**src/rtl/multiplier_cycle_counter.sv**
```systemverilog
// Iteration down-counter for the shift-add multiplier: preset to N-1, saturating decrement.
// Optional sticky underflow flag when MULTIPLIER_CYCLE_COUNTER_UNDERFLOW_EN is defined.
module multiplier_cycle_counter #(
  parameter int N = 4,
  parameter int W = $clog2(N)
) (
  input  logic         clock,
  input  logic         reset,
  input  logic         do_preset,
  input  logic         do_decrement,
  output logic [W-1:0] count,
  output logic         is_zero,
  output logic         is_last
`ifdef MULTIPLIER_CYCLE_COUNTER_UNDERFLOW_EN
  ,
  output logic         underflow
`endif
);

  localparam logic [W-1:0] PRESET = W'(N - 1);
  localparam logic [W-1:0] ONE    = W'(1);

  logic [W-1:0] count_nxt;

  // Preset dominates decrement; decrement saturates at zero.
  always_comb begin
    count_nxt = count;
    if (do_preset)
      count_nxt = PRESET;
    else if (do_decrement && !is_zero)
      count_nxt = count - ONE;
  end

  always_ff @(posedge clock) begin
    if (reset) count <= '0;
    else       count <= count_nxt;
  end

  assign is_zero = (count == '0);
  assign is_last = (count == ONE);

`ifdef MULTIPLIER_CYCLE_COUNTER_UNDERFLOW_EN
  always_ff @(posedge clock) begin
    if (reset || do_preset)
      underflow <= 1'b0;
    else if (do_decrement && is_zero)
      underflow <= 1'b1;
  end
`endif

endmodule

```
**config.mk**
```make
export PLATFORM = sky130hd
export DESIGN_NAME = multiplier_cycle_counter
export DESIGN_NICKNAME = d
export VERILOG_FILES = /design/src/rtl/multiplier_cycle_counter.sv
export SDC_FILE = /design/constraint.sdc
export NUM_CORES = 1
export LEC_CHECK = 0
export BUFFER_PORTS_ARGS = -buffer_cell sky130_fd_sc_hd__buf_2
export CAP_MARGIN = 30
export CORE_AREA = 3 3 40 42
export DETAILED_ROUTE_END_ITERATION = 10
export DIE_AREA = 0 0 43 45
export HOLD_SLACK_MARGIN = 0.08
export PLACE_DENSITY = 0.32
export SLEW_MARGIN = 10
export SYNTH_ARGS = -nofsm -noshare
export SYNTH_HDL_FRONTEND = slang
export SYNTH_SLANG_ARGS = --single-unit
export TNS_END_PERCENT = 30
```
**constraint.sdc**
```tcl
create_clock -name clock -period 1.8 [get_ports clock]
set_input_delay 0.27 -clock clock [delete_from_list [all_inputs] [get_ports clock]]
set_output_delay 0.27 -clock clock [all_outputs]
set_load 0.05 [all_outputs]
```
==> out/metrics.yaml <==
yosys.area_share.adder: 0.196
largest_register_by_flop_count: "count"
dp.final_hpwl_um: 262
wire_length_of_the_first_global_routing_pass_um: 441
drive_above_1_share: 0.435
mux_share_of_post_synthesis_cell_area: 0
firstDrtPassIters: 1
track_usage: 0.0341
drc: 0
syn_to_final_growth_pct: 59.8
worstPathMaxFanout: 5
finish.instance_area_sq_um: 204
fin_ws_ps: 417
clk-insertion-delay-late_ps: 220
run_status: "completed"
boundaryPins: 8
cts.path.max_buffers: 2
shortest_clock_period_the_worst_path_allows_after_layout_ps: 1380
cpLargestDelayFamily: "flip-flops"
route.detailed.wl_per_inst_um: 8.32
synth_top_family_by_area: "simple AND/OR/NAND/NOR gates"
cts.reportedPaths.clkPinSlew_ps: 30
buffers_inverters_on_critical_path: 2
timing_max_transition_violations_final: 0
finalSetupViolations: 0
port-buffer-count: 7
finClkSkew_ps: 2.23
antenna_cells_inserted: 0
mostFrequentLayoutCell: "sky130_fd_sc_hd__buf_2"
fin_tns_setup_ps: 0
multi_input_comb_area_sq_um: 80.1
timing.critical_path.slowest_stage_cell: "sky130_fd_sc_hd__dfxtp_1"
cts_htree_levels: 1
max_freq_mhz: 723
cts.repair.resized: 0
grt_max_degree: 6
numCtsBuffers: 3
initial_core_utilization: 0.0993
synth_compound_gate_area_share: 0.118
synth.ff_latch_count: 2
route.antenna.remaining_nets: 0
netlist_top_cells_area: "sky130_fd_sc_hd__dfxtp_1, sky130_fd_sc_hd__and4bb_1, sky130_fd_sc_hd__ha_1, sky130_fd_sc_hd__a211oi_1, sky130_fd_sc_hd__inv_1"
cap_viol_max_count: 0
drt-initial-drc-count: 0
synth_largest_type_area_fraction: 0.314
total_leakage_power_nw: 0.108
synthDominantAreaCellType: "sky130_fd_sc_hd__dfxtp_1"
row_count: 13
power_density_nw_per_um2: 1050
final_min_period_over_clock_period: 0.768
ys_warn_count: 0
dpl_cell_area_sq_um: 181
grt-ovfl-total: 0
design_power_total_mw: 0.214
critical_path_class: "register to output pin"
critical_path.cell_chain: "inv_1, ha_1, buf_2"
num-nets-final: 31
worstSetupEndpointType: "output pin"
number_of_distinct_library_cells_after_synthesis: 7
drt_wl_total_um: 316
final_cell_mix: "sky130_fd_sc_hd__buf_2, sky130_fd_sc_hd__clkbuf_4"
area.sequential_sq_um: 40.0
die_w_um: 43
dp_cells: 35
reg.largest.list: "count (2)"
clock_tree_root: "sky130_fd_sc_hd__clkbuf_4"
post_synth_and_or_nand_nor_area_fraction: 0.314
timing.critical_path.arrival_ps: 1110
finalHoldWorstSlack_ps: 222
max_stage_delay_ps: 380
cts_tree: "built"
post_synth_instance_area_sq_um: 128
critical_path.startpoint_type: "register"
core-area_sq_um: 1280
worst_max_slew_margin_expressed_relative_to_the_limit: 0.834
first_global_vias: 130
timing.critical_path.required_ps: 1530
antenna_found_initial: 0
cts_post_setup_buffers_inserted: 0
final-hold-violation-count: 0
tightestPinTransition_ps: 251
placement.setup.worst_slack_ps: 592
post_synth.cell_area_avg_sq_um: 9.82
globalplace.congestion: 0.568
detailroute.via_count: 123
min-delay-path-class: "primary input to register"
clkSinkCount: 2
final-instance-count-excl-fill: 38
routed_via_density: 3.24
chipHeight_um: 45
setup_repair_after_global_routing_missed_its_margin: "no"
post_cts_hold_buffer_count: 0
filler_cell_count: 147
largest_register_ff_count: 2
post-route-util: 0.159
register_area_share_after_synthesis: 0.314
max-vdd-ir-drop_v: 0.000125
postSynthNetCount: 19
syn-instance-count: 13
post_synth_xor_area_fraction: 0
die-area_sq_um: 1940
==> power breakdown <==
group          internal (mW)  switching [mW]
Combinational         0.0182          0.0470
Clock                 0.0733          0.0224
Sequential            0.0492         0.00427
==> cells in the mapped netlist (all sizes together) <==
cell type	number
a211oi	2
and4bb	2
dfxtp	2
ha	2
inv	2
nor2	2
or2b	1
==> kinds of logic after synthesis <==
kind of cell             after synthesis
AND/OR/NAND/NOR                        5
adder cells (fa/ha/maj)                2
AO/OA/AOI/OAI                          2
flip-flops                             2
buffers and inverters                  2
==> worst paths after layout <==
kind / slack [ps] / endpoint / start / cells past startpoint
setup / recovery: 420 / is_zero / count[0] / 3
hold / removal: 220 / count[1] / reset / 2
setup reg to reg: 610 / count[0] / count[0] / 4
hold reg to reg: 530 / count[1] / count[1] / 2
==> layout make-up <==
class,count,area share
clock buffers,3,0.110
inverters,2,0.0368
multi-input cells,9,0.393
flip-flops and latches,2,0.196
well taps,15,0.0920
repair buffers,7,0.172
==> routing by layer <==
layer	up-vias	part of all wire	wire length [um]	global-route usage
met5	-	0	0	0
met4	0	0	0	0.0542
met3	0	0.11	34	0.0159
met2	7	0.45	142	0.0329
met1	50	0.44	138	0.0408
li1	66	-	-	-
Note: power is estimated with default switching activity, not from simulation.
